**src/rtl/imem_pkg.sv**
```systemverilog
// Shared instruction-memory definitions: capacity, word geometry and loader state encoding.
package imem_pkg;
  localparam int IMEM_DEPTH_WORDS = 1024;
  localparam int BYTES_PER_WORD   = 4;
  localparam int LANE_W           = $clog2(BYTES_PER_WORD);

  typedef enum logic [1:0] {
    IDLE  = 2'd0,
    LOAD  = 2'd1,
    FLUSH = 2'd2,
    DONE  = 2'd3
  } loader_state_t;
endpackage

```
**src/rtl/imem_byte_packer.sv**
```systemverilog
// Packs a byte stream into 32-bit words; emits the completed word combinationally on the closing byte.
module imem_byte_packer
  import imem_pkg::*;
#(
  parameter bit LITTLE_ENDIAN = 1'b1
) (
  input  logic        clk,
  input  logic        reset_n,
  input  logic        clr,
  input  logic [7:0]  byte_in,
  input  logic        strobe,
  input  logic        last,
  output logic [31:0] word,
  output logic        word_strobe,
  output logic        last_flag
);
  logic [LANE_W-1:0] lane;
  logic [31:0]       acc;
  logic [LANE_W-1:0] slot;

  // Accumulator is cleared after every word, so unfilled lanes read back as zero.
  assign slot = LITTLE_ENDIAN ? lane : ~lane;

  always_comb begin
    word = acc;
    word[{slot, 3'b000} +: 8] = byte_in;
  end

  assign word_strobe = strobe && (lane == LANE_W'(BYTES_PER_WORD - 1) || last);
  assign last_flag   = strobe && last;

  always_ff @(posedge clk) begin
    if (!reset_n || clr) begin
      lane <= '0;
      acc  <= '0;
    end else if (strobe) begin
      if (word_strobe) begin
        lane <= '0;
        acc  <= '0;
      end else begin
        lane <= lane + LANE_W'(1);
        acc  <= word;
      end
    end
  end
endmodule

```
**src/rtl/imem_loader.sv**
```systemverilog
// Byte-stream program loader: packs bytes into words and writes them to the instruction memory.
module imem_loader
  import imem_pkg::*;
#(
  parameter int          DEPTH_WORDS   = IMEM_DEPTH_WORDS,
  parameter logic [31:0] BASE_ADDR     = 32'h0,
  parameter bit          LITTLE_ENDIAN = 1'b1
) (
  input  logic                           clk,
  input  logic                           reset_n,
  input  logic                           start,
  input  logic [7:0]                     byte_in,
  input  logic                           byte_valid,
  input  logic                           byte_last,
  output logic                           byte_ready,
  output logic                           mem_we,
  output logic [31:0]                    mem_addr,
  output logic [31:0]                    mem_wdata,
  output logic                           busy,
  output logic                           done,
  output logic                           overflow,
  output logic [$clog2(DEPTH_WORDS):0]   word_count
);
  localparam int CW = $clog2(DEPTH_WORDS) + 1;

  loader_state_t state;
  logic          ovf_pend;
  logic          xfer;
  logic          clr;
  logic [31:0]   pk_word;
  logic          pk_wstb;
  logic          pk_last;
  logic [CW-1:0] wc_inc;

  assign byte_ready = (state == LOAD);
  assign busy       = (state == LOAD) || (state == FLUSH);
  assign xfer       = byte_valid && byte_ready;
  assign clr        = start && (state == IDLE || state == DONE);
  assign wc_inc     = word_count + CW'(1);

  imem_byte_packer #(.LITTLE_ENDIAN(LITTLE_ENDIAN)) u_pack (
    .clk         (clk),
    .reset_n     (reset_n),
    .clr         (clr),
    .byte_in     (byte_in),
    .strobe      (xfer),
    .last        (byte_last),
    .word        (pk_word),
    .word_strobe (pk_wstb),
    .last_flag   (pk_last)
  );

  always_ff @(posedge clk) begin
    if (!reset_n) begin
      state      <= IDLE;
      ovf_pend   <= 1'b0;
      mem_we     <= 1'b0;
      mem_addr   <= '0;
      mem_wdata  <= '0;
      done       <= 1'b0;
      overflow   <= 1'b0;
      word_count <= '0;
    end else begin
      mem_we <= 1'b0;
      case (state)
        IDLE, DONE: begin
          if (start) begin
            state      <= LOAD;
            word_count <= '0;
            done       <= 1'b0;
            overflow   <= 1'b0;
            ovf_pend   <= 1'b0;
          end
        end
        LOAD: begin
          if (pk_wstb) begin
            mem_we     <= 1'b1;
            mem_addr   <= BASE_ADDR + (32'(word_count) << 2);
            mem_wdata  <= pk_word;
            word_count <= wc_inc;
            // byte_last takes priority: an exact fit is not an overflow
            if (pk_last) begin
              state <= FLUSH;
            end else if (wc_inc == CW'(DEPTH_WORDS)) begin
              state    <= FLUSH;
              ovf_pend <= 1'b1;
            end
          end
        end
        FLUSH: begin
          state    <= DONE;
          done     <= 1'b1;
          overflow <= ovf_pend;
        end
        default: state <= IDLE;
      endcase
    end
  end
endmodule

```
**config.mk**
```make
export PLATFORM = sky130hd
export DESIGN_NAME = imem_loader
export DESIGN_NICKNAME = d
export VERILOG_FILES = /design/src/rtl/imem_pkg.sv /design/src/rtl/imem_byte_packer.sv /design/src/rtl/imem_loader.sv
export SDC_FILE = /design/constraint.sdc
export NUM_CORES = 1
export LEC_CHECK = 0
export CORE_MARGIN = 4
export CORE_UTILIZATION = 42
export DETAILED_ROUTE_END_ITERATION = 12
export GPL_TIMING_DRIVEN = 1
export PLACE_DENSITY = 0.65
export SLEW_MARGIN = 20
export SYNTH_ARGS = -nofsm -noshare
export SYNTH_HDL_FRONTEND = slang
export SYNTH_SLANG_ARGS = --single-unit
```
**constraint.sdc**
```tcl
create_clock -name clk -period 2.24 [get_ports clk]
set_input_delay 0.56 -clock clk [delete_from_list [all_inputs] [get_ports clk]]
set_output_delay 0.56 -clock clk [all_outputs]
set_load 0.005 [all_outputs]
```
## Word-level counts from Yosys, hierarchy flattened

Cells that the tools add are included.

- Bits in registers: 94
- Output and inout bits: 80

- Equality and inequality tests: 10
- Reduce and logical (&&, ||, !) cells: 19
- Mux-type cells: 19
- Add/subtract/negate cells: 3
- Shift operators: 2

Operator list:

| operator | count |
|---|---|
| $bwmux W32 | 1 |
| $mux W32 | 1 |
| $shift A8 B7 Y32 const A | 1 |
| $shiftx A8 B7 Y32 | 1 |
| $mux W11 | 2 |
| $pmux W11 S2 | 1 |
| $add A11 B1 Y11 const B | 1 |
| $eq A11 B11 Y1 const B | 1 |
| $mux W2 | 5 |
| $neg A5 Y7 | 1 |
| $eq A2 B2 Y1 const B | 3 |
| $pmux W1 S2 | 3 |
| $pmux W2 S3 | 1 |
| $reduce_and A2 Y1 | 3 |
| $reduce_and A3 Y1 | 2 |
| $mux W1 | 5 |
| $reduce_and A5 Y1 | 1 |
| $logic_and A1 B1 Y1 | 4 |
| $logic_or A1 B1 Y1 | 4 |
| $ne A2 B1 Y1 const B | 2 |
| $ne A2 B2 Y1 const B | 2 |
| $reduce_bool A2 Y1 | 2 |
| $ne A3 B1 Y1 const B | 1 |
| $add A2 B1 Y2 const B | 1 |
| other kinds (4) | 4 |

## Logic depth before layout (Yosys ltp)

- Depth after elaboration: 6
- Depth in mapped cells: 10

## Cells and area by module

A second synthesis with hierarchy kept.

- Cells, all modules: 497
- Area total of the unflattened synthesis: 4425.5 µm²

By module, submodules not included:

| module | seq. area each (µm²) | cells an instance | instances | area each (µm²) |
|---|---|---|---|---|
| imem_loader | 1201.2 | 329 | 1 | 2722.6 |
| imem_byte_packer | 680.7 | 168 | 1 | 1702.9 |

## Least setup slack after synthesis

OpenSTA, ideal clock, no wires.

- Kind: flip-flop to flip-flop
- Start point: register state[1]
- End point: register u_pack.acc[10]
- Stages on the path, launching flop included: 11
- Setup slack: 0.423 ns
- Path buffers: 3
- Data arrival time: 1.690 ns
- Period minus slack after synthesis: 1.817 ns
- Cell sequence: dfxtp_1 -> inv_1 -> ha_1 -> buf_6 -> nand2_1 -> or3_1 -> clkbuf_1 -> clkbuf_1 -> nor2_1 -> a21oi_1 -> nor2_1

- Longest elaborated chain between the ends: 4
- Elaborated cells between the ends (all ways): 9

Ends and longest elaborated chain:

| element | RTL line | RTL |
|---|---|---|
| start, declared | imem_loader.sv:26 | `loader_state_t state;` |
| start signal, assigned | imem_loader.sv:55 | `state <= IDLE;` |
| start signal, assigned | imem_loader.sv:68 | `state <= LOAD;` |
| start signal, assigned | imem_loader.sv:83 | `state <= FLUSH;` |
| $eq A2 B1 Y1 * | imem_loader.sv:35 | `assign byte_ready = (state == LOAD);` |
| named net byte_ready | imem_loader.sv:15 | `output logic byte_ready,` |
| $logic_and A1 B1 Y1 * | imem_loader.sv:37 | `assign xfer = byte_valid && byte_ready;` |
| $logic_and A1 B1 Y1 | imem_byte_packer.sv:29 | `assign word_strobe = strobe && (lane == LANE_W'(BYTES_PER_WORD - 1) \|\| last);` |
| $mux W32 | imem_byte_packer.sv:37 | `if (word_strobe) begin` |
| end signal, assigned | imem_byte_packer.sv:42 | `acc <= word;` |
| end, declared | imem_byte_packer.sv:18 | `logic [31:0] acc;` |

The timed path passes the listed nets; every way through them passes the cells marked *.
A chain may end at the register's enable or synchronous reset.

## Worst setup path in the final report

- Start point: register state[0]
- End point: output busy

- Longest elaborated chain between the ends: 2
- Elaborated cells between the ends (all ways): 3

Ends and longest elaborated chain:

| element | RTL line | RTL |
|---|---|---|
| $eq A2 B1 Y1 / $eq A2 B2 Y1 (equally long branches) | imem_loader.sv:36 | `assign busy = (state == LOAD) \|\| (state == FLUSH);` |
| $logic_or A1 B1 Y1 * | imem_loader.sv:36 |  |
| end, declared | imem_loader.sv:19 | `output logic busy,` |

Every way passes the cells marked *; elsewhere a longest branch is shown, timed or not.

==> reports/results.ini <==
[logic_synthesis]
synth-simple-area-share_pct=22.2
synthMuxAreaShare_pct=0.238
synth_top_family_by_area=simple AND/OR/NAND/NOR gates
yosys.area.top_type_share_pct=44.7
synth_flop_cell=dfxtp_1
syn-instance-count=525
synth_async_sr_flop_share_pct=0
synth_compound_area_share_pct=21.7
synth_xor_area_share_pct=0
yosysSeqAreaShare_pct=44.7
netlist_area_um2=4210
syn_avg_cell_area_um2=8.01
synth.yosys.warnings=0
synth_top_area_cell=dfxtp_1
synth_cell_types=46
synth_seq_cells=94
synth_edf_count=0
synthAdderAreaFrac_pct=2.98
synth_area_leaders=dfxtp_1, nor2_1, a21oi_1

[worst_setup_path]
worst_ep_arrival_time_ns=1.61
worstPathCellList=inv_1 -> ha_4 -> inv_1 -> clkdlybuf4s50_1
critical_path_required_ns=1.68
worstSetupPathType=reg2out
critPathMostFrequentCell=inv_1
slowest_stage=clkdlybuf4s50_1
cp_max_fo=8
crit_family=buffers and inverters
startpoint_type=register
endpoint_kind=primary output
crit_buf_inv=3
critPathMaxStageDelay_ns=0.49

[clocking]
cts-root-buf=clkbuf_8
clk_pin_slew_ns=0.09
cts-buffers-inserted=9
clock_path_buffers=2
worstSkewPairLatency_ns=0.35
tritoncts=yes
h-tree-depth=3
clock_sinks=94
ctsHoldBuffers=0

[layout]
final_layout_size_suffix_gt1_share_pct=7.72
nFillCells=959
diodes=0
design_area_um2=5250
syn_to_final_growth_pct=24.9
nNetsFinal=614
fin_util_pct=53.7

[floorplanning]
start_util_pct=43.0
coreArea_um2=9770
fp.dieH_um=108
boundaryPins=93
die_x_um=108
floorplan.rows=36
die_area_um2=11700

[power_and_ir_drop]
cellLeakagePower_nw=1.84
irDropWorstVdd_uv=354
p_per_area_nw_per_um2=837
total_power_mw=4.39

[timing]
finClkSkew_ns=0.0110
fin_crit_ns=2.17
rsz0062_at_grt=no
hold_viol_final=0
setup_viol=0
drv_slew=0
period_share_pct=96.9
fmax_mhz=461
setup_tns_ns=0

[detailed_routing]
drtIter0Drc=226
wl_um=10500
wl_per_cell_um=14.4
drtPass1Iterations=7
via_per_inst=5.19
route.detailed.drc=0
ant_nets=0
vias=3786

[run_status]
outcome=complete, no violations

[global_route]
grt_overflow=0
grt_pass1_vias=3559
antenna_found_initial=0
grt_pass1_wl_um=17100
grt_max_degree=43
grt_use_total_pct=18.1

[placement]
place_area_um2=5030
place_congestion=0.810
port_buffers=71
hpwl_um=7170

[worst_hold_path]
min_path_type=reg2reg

[job]
drv_cap=0

## area by class of cell
type | count | area [um^2] | share of cell area [%]
Tap cell | 133 | 166 | 3.17
Sequential cell | 94 | 1890 | 35.9
Inverter | 8 | 30.0 | 0.572
Multi-Input combinational cell | 388 | 2080 | 39.6
Clock inverter | 5 | 56.3 | 1.07
Clock buffer | 11 | 141 | 2.69
Timing Repair Buffer | 90 | 891 | 17.0
## where the power goes
part	total [mW]	switching (mW)	internal [mW]
Clock	1.15	0.599	0.548
Sequential	1.88	0.0834	1.80
Combinational	1.36	0.742	0.622
## metal layers
layer	part of all wire [%]	wire, um	vias up	global-route usage, %
met2	48	4990	110	30.4
met1	46	4830	1770	23.6
li1	-	-	1894	-
met4	1.6	163	0	4.69
met3	4.9	516	12	4.00
met5	0	0	-	0
## logic make-up (layout without fill, tap and decap cells)
logic type | Yosys count | after routing
AND/OR/NAND/NOR | 206 | 206
AO/OA/AOI/OAI | 150 | 150
flip-flops | 94 | 94
buffers and inverters | 63 | 114
adder cells (fa/ha/maj) | 10 | 10
other | 1 | 21
multiplexers | 1 | 1
## worst register-to-register path: stages, from the launching register on
cell      delay [ns]
dfxtp_1         0.42
inv_1           0.11
ha_1            0.35
nor4bb_1        0.32
buf_4           0.21
a21oi_1         0.11
a211oi_1        0.26
## per-stage QoR
stage	std cells	worst slack, ns	hold WS, ns
after global placement	713	0.121	0.442
after floorplan	545	0.423	0.447
after detailed placement	713	0.0676	0.448
after CTS	729	0.0166	0.462
final	729	0.0700	0.458
after global routing	729	0.00931	0.470
## placed cells by master, fill, tap and decap left out, types with 2 or more instances in the layout
master / n
nor2_1: 115
dfxtp_1: 93
a21oi_1: 81
clkdlybuf4s50_1: 71
nand2_1: 36
a211oi_1: 32
nor2b_1: 27
conb_1: 21
buf_4: 16
a22oi_1: 10
o21ai_0: 10
clkbuf_8: 10
ha_1: 8
inv_1: 7
a311oi_1: 6
nor3_1: 5
nand3_1: 4
nor4bb_1: 3
buf_12: 3
o211ai_1: 2
nand2b_1: 2
a21o_1: 2
nand3b_1: 2
ha_4: 2
clkinv_2: 2
## synth_stat cells, types with 4 or more instances
library cell	instances
nor2b_1	27
o21ai_0	10
a311oi_1	6
nand2_1	36
a21oi_1	81
buf_4	24
nor2_1	115
clkbuf_1	17
inv_1	7
a22oi_1	10
nor3_1	5
buf_1	11
nand3_1	4
ha_1	10
dfxtp_1	94
a211oi_1	32
## worst paths after layout
| check | startpoint | end | slack [ns] | cells after the start |
|---|---|---|---|---|
| setup / recovery | state[0] | busy | 0.07 | 4 |
| hold / removal | mem_addr[4] | mem_addr[4] | 0.46 | 2 |
| setup reg to reg | u_pack.lane[1] | mem_wdata[23] | 0.39 | 6 |
| hold reg to reg | mem_addr[4] | mem_addr[4] | 0.46 | 2 |
## sequential cells by signal, indices dropped and copies added, names as in the netlist
name	count
done	1
mem_addr	11
mem_wdata	32
mem_we	1
overflow	1
ovf_pend	1
state	2
u_pack.acc	32
u_pack.lane	2
word_count	11
## what timing repair did
item / CTS / global route
setup endpoints to repair: 1 / 2
cloned: 0 / 0
pin swaps: 0 / 0
buffers inserted: 0 / 0
resized for setup: 2 / 4
No activity file was read; power rests on OpenSTA's default activity.
==> patch 1 (same settings) <==
Set the package constant `BYTES_PER_WORD` to 2 (it was 4).
--- a/src/rtl/imem_pkg.sv
+++ b/src/rtl/imem_pkg.sv
@@ -3,3 +3,3 @@
   localparam int IMEM_DEPTH_WORDS = 1024;
-  localparam int BYTES_PER_WORD   = 4;
+  localparam int BYTES_PER_WORD   = 2;
   localparam int LANE_W           = $clog2(BYTES_PER_WORD);
Formal check against the unedited RTL: not equivalent (a bounded check fails within 4 cycles, from zero or initial values and one cycle with reset_n low).
==> patch 1 against the unedited design <==
- setup slack improved by 0.022 ns
- area after synthesis fell by 12%
- wire length fell by 23%
- power fell by 11%
- non-clock buffer count down 4
- sequential cell count down 1
- final area is 11% lower
- synthesized cell count decreased by 21%
- global-route usage decreased by 2.2 points
- largest power group unchanged
==> patch 1: results (changes against the unedited design) <==
First-pass GRT wire length: 13200 microns (was 17100 microns)
WL met2: 3610 microns (was 4990 microns)
Post-CTS Resized: 1 (was 2)
Routed wire length per instance: 13.6 microns (was 14.4 microns)
Met1 usage: 21.0% (was 23.6%)
Met3 Use GR: 3.58% (was 4.00%)
Cell count after placement: 578 (was 713)
FF+latch count, synth: 93 (was 94)
Sequential power share: 46.4% (was 42.9%)
Adder-Cell Fraction of Synth Area: 1.36% (was 2.98%)
DRT iter0 DRCs: 119 (was 226)
Layout cells sized above 1: 7.58% (was 7.72%)
Routability cong.: 0.841 (was 0.810)
Commonest cells post-synth: 93 x dfxtp_1, 61 x nand2_1, 46 x a21oi_1, 38 x nor2_1, 25 x and2_1 (was 115 x nor2_1, 94 x dfxtp_1, 81 x a21oi_1, 36 x nand2_1, 32 x a211oi_1)
Largest net degree at the start of global routing: 62 (was 43)
Non-clk bufs: 86 (was 90)
Post-DP HPWL: 5460 microns (was 7170 microns)
Antenna diodes: 0 (unchanged)
FFs w/ async S/R, synth: 0% (unchanged)
Core area: 0.00838 sq mm (was 0.00977 sq mm)
Worst vdd ir: 0.427 mV (was 0.354 mV)
Critical Path AT: 1.59 ns (was 1.61 ns)
Status: completed (unchanged)
Clk network pwr share: 25.8% (was 26.1%)
Multi-In Gates: 290 (was 388)
Mux contribution to synthesized area: 5.02% (was 0.238%)
Pint: 2.71 mW (was 2.97 mW)
Routed metal-1 wire length: 3900 microns (was 4830 microns)
Sequential share of cell area: 40.0% (was 35.9%)
Leak pwr: 1.64 nW (was 1.84 nW)
Gr usage total: 15.9% (was 18.1%)
CP max FO: 7 (was 8)
Final net count: 501 (was 614)
Register area share after synthesis: 50.5% (was 44.7%)
Synth top area cells: dfxtp_1 50%, a21oi_1 6.2%, nand2_1 6.2% (was dfxtp_1 45%, nor2_1 10%, a21oi_1 9.6%)
Invs w/o clock: 4 (was 8)
P_seq: 1.82 mW (was 1.88 mW)
Fill cell count: 761 (was 959)
Fin cells: 593 (was 729)
Cells after Synth: 414 (was 525)
Seq. cell area: 0.00186 sq mm (was 0.00189 sq mm)
Synth Area in Compound Gates: 15.6% (was 21.7%)
Routed vias/inst: 5.03 (was 5.19)
Met3 wire len: 441 microns (was 516 microns)
Final worst clock skew: 0.00947 ns (was 0.0110 ns)
Multi-input combinational area share: 34.8% (was 39.6%)
Pre-antenna DRT Iters: 4 (was 7)
Clock-cell share of area: 3.79% (was 3.76%)
CLK BUF: 12 (was 11)
NonClk Buf Share: 18.2% (was 17.0%)
Root buffer cell: clkbuf_8 (unchanged)
Met2 usage in global routing: 25.7% (was 30.4%)
-- patch 1: cell count changes after synthesis, sizes merged, moves of 4 or more --
cell	before	now
and2	1	25
nand2	36	62
nor2b	27	2
buf	37	32
a311oi	6	0
mux2i	1	17
ha	10	4
nor2	115	38
a21oi	81	46
a211oi	32	21
inv	8	4
-- patch 1: final timing paths --
kind,endpoint,from,slack [ns],cells after the start
setup / recovery,busy,state[0]$_SDFFE_PN0P_,0.09,4
hold / removal,mem_wdata[30]$_SDFFE_PN0P_,u_pack.acc[30]$_SDFFE_PP0P_,0.45,2
setup reg to reg,state[0]$_SDFFE_PN0P_,word_count[0]$_SDFFE_PN0P_,0.31,6
hold reg to reg,mem_wdata[30]$_SDFFE_PN0P_,u_pack.acc[30]$_SDFFE_PP0P_,0.45,2
-- patch 1: critical path, cell delays in order (launching register included) --
cell and delay, ns:
dfxtp_2 0.37, inv_1 0.08, ha_4 0.26, inv_1 0.05, clkdlybuf4s50_1 0.49
==> patch 2 (same flow settings) <==
Made on the original files. Reset style: asynchronous (`reset_n`), changed in one clocked block.
--- a/src/rtl/imem_loader.sv
+++ b/src/rtl/imem_loader.sv
@@ -52,3 +52,3 @@
 
-  always_ff @(posedge clk) begin
+  always_ff @(posedge clk or negedge reset_n) begin
     if (!reset_n) begin
Behaviour: differs if reset_n is asserted again (counterexample within 4 cycles, from zero or initial values and one cycle with reset_n low); with reset_n held inactive, the same outputs for 4 cycles.
==> patch 2 against the unedited design <==
- sequential cell count stayed put
- area after synthesis up 8.2%
- sequential share of layout area rose by 2.6 points
- power rose by 1.8%
- maximum frequency grew 1.3%
- worst hold slack worse by 0.22 ns
- final area rose by 8.1%
- via count is 0.63% lower
- wire length increased by 4.0%
- setup slack better by 0.029 ns
- largest cell class is now flip-flops and latches
==> patch 2: results (changes against the unedited design) <==
Status: completed (unchanged)
Switching Fraction: 31.8% (was 32.4%)
R2R Setup Slk: 0.18 ns (was 0.39 ns)
Final net count: 609 (was 614)
Placed cell areas: 0.00545 sq mm (was 0.00503 sq mm)
Vias in the first global route: 3572 (was 3559)
Cell count after placement: 710 (was 713)
Launch point of the worst reg-to-reg path: word_count[0]$_DFFE_PN0P_ (was u_pack.lane[1]$_SDFFE_PP0P_)
Mean Syn Cell Area: 8.89 sq um (was 8.01 sq um)
Routability cong.: 0.819 (was 0.810)
Worst Setup SP: state[1]$_DFFE_PN0P_ (was state[0]$_SDFFE_PN0P_)
Leak pwr: 2.37 nW (was 1.84 nW)
Layout cells sized above 1: 12.2% (was 7.72%)
Place WS: -0.0665 ns (was 0.0676 ns)
Worst vdd ir: 0.398 mV (was 0.354 mV)
Gr usage total: 17.3% (was 18.1%)
Routed wire length per instance: 15.0 microns (was 14.4 microns)
Largest net degree at the start of global routing: 61 (was 43)
Via Count: 3762 (was 3786)
DRT iter0 DRCs: 197 (was 226)
Pint: 3.05 mW (was 2.97 mW)
Comb power: 1.44 mW (was 1.36 mW)
Final worst clock skew: 0.0113 ns (was 0.0110 ns)
Register area share after synthesis: 48.0% (was 44.7%)
FFs w/ async S/R, synth: 63.8% (was 0%)
[patch 2: cell count changes in the layout (fill, tap and decap cells not counted), moves of 35 or more]
cell	delta
nor2_1	-74
dfxtp_1	-59
dfrtp_1	+58
nand2_1	+44
a21oi_1	-42
o21ai_0	+35
[patch 2: cell type report]
cell class | count | area (sq um)
clock buffer | 11 | 141
clock inverter | 5 | 58.8
fill | 973 | 4740
inverter | 7 | 26.3
multi-input combinational | 371 | 2130
sequential | 94 | 2180
tap | 136 | 170
timing repair buffer | 103 | 970
[patch 2: logic make-up (layout without fill, tap and decap cells)]
| kind of cell | count (synthesis) | in the layout | share of synthesized area (%) |
|---|---|---|---|
| AOI/OAI and AO/OA | 146 | 146 | 20.1 |
| and+or+nand+nor | 189 | 189 | 20.3 |
| other | 1 | 21 | 0.0824 |
| adders and majority gates | 10 | 10 | 2.75 |
| xor gates and xnor gates | 1 | 1 | 0.193 |
| buffers and inverters | 67 | 126 | 7.67 |
| DFF | 94 | 94 | 48.0 |
| muxes | 4 | 4 | 0.907 |
[patch 2: worst register-to-register path: stages (launching register included)]
cell and delay (ns):
dfrtp_1 0.39, ha_1 0.28, and4_2 0.30, and2_1 0.17, o311ai_2 0.43, a211oi_1 0.18
o22a_1 0.21
[patch 2: per-layer routing]
layer | part of all wire (%) | track usage [%]
met1 | 47 | 24.3
met5 | 0 | 0
met3 | 5.5 | 3.29
met2 | 46 | 27.7
met4 | 0.89 | 4.57
[patch 2: timing repair]
action	CTS	global route
endpoints found under the setup margin	2	2
buffers inserted	0	1
pin swaps	0	0
gates resized for setup	5	4
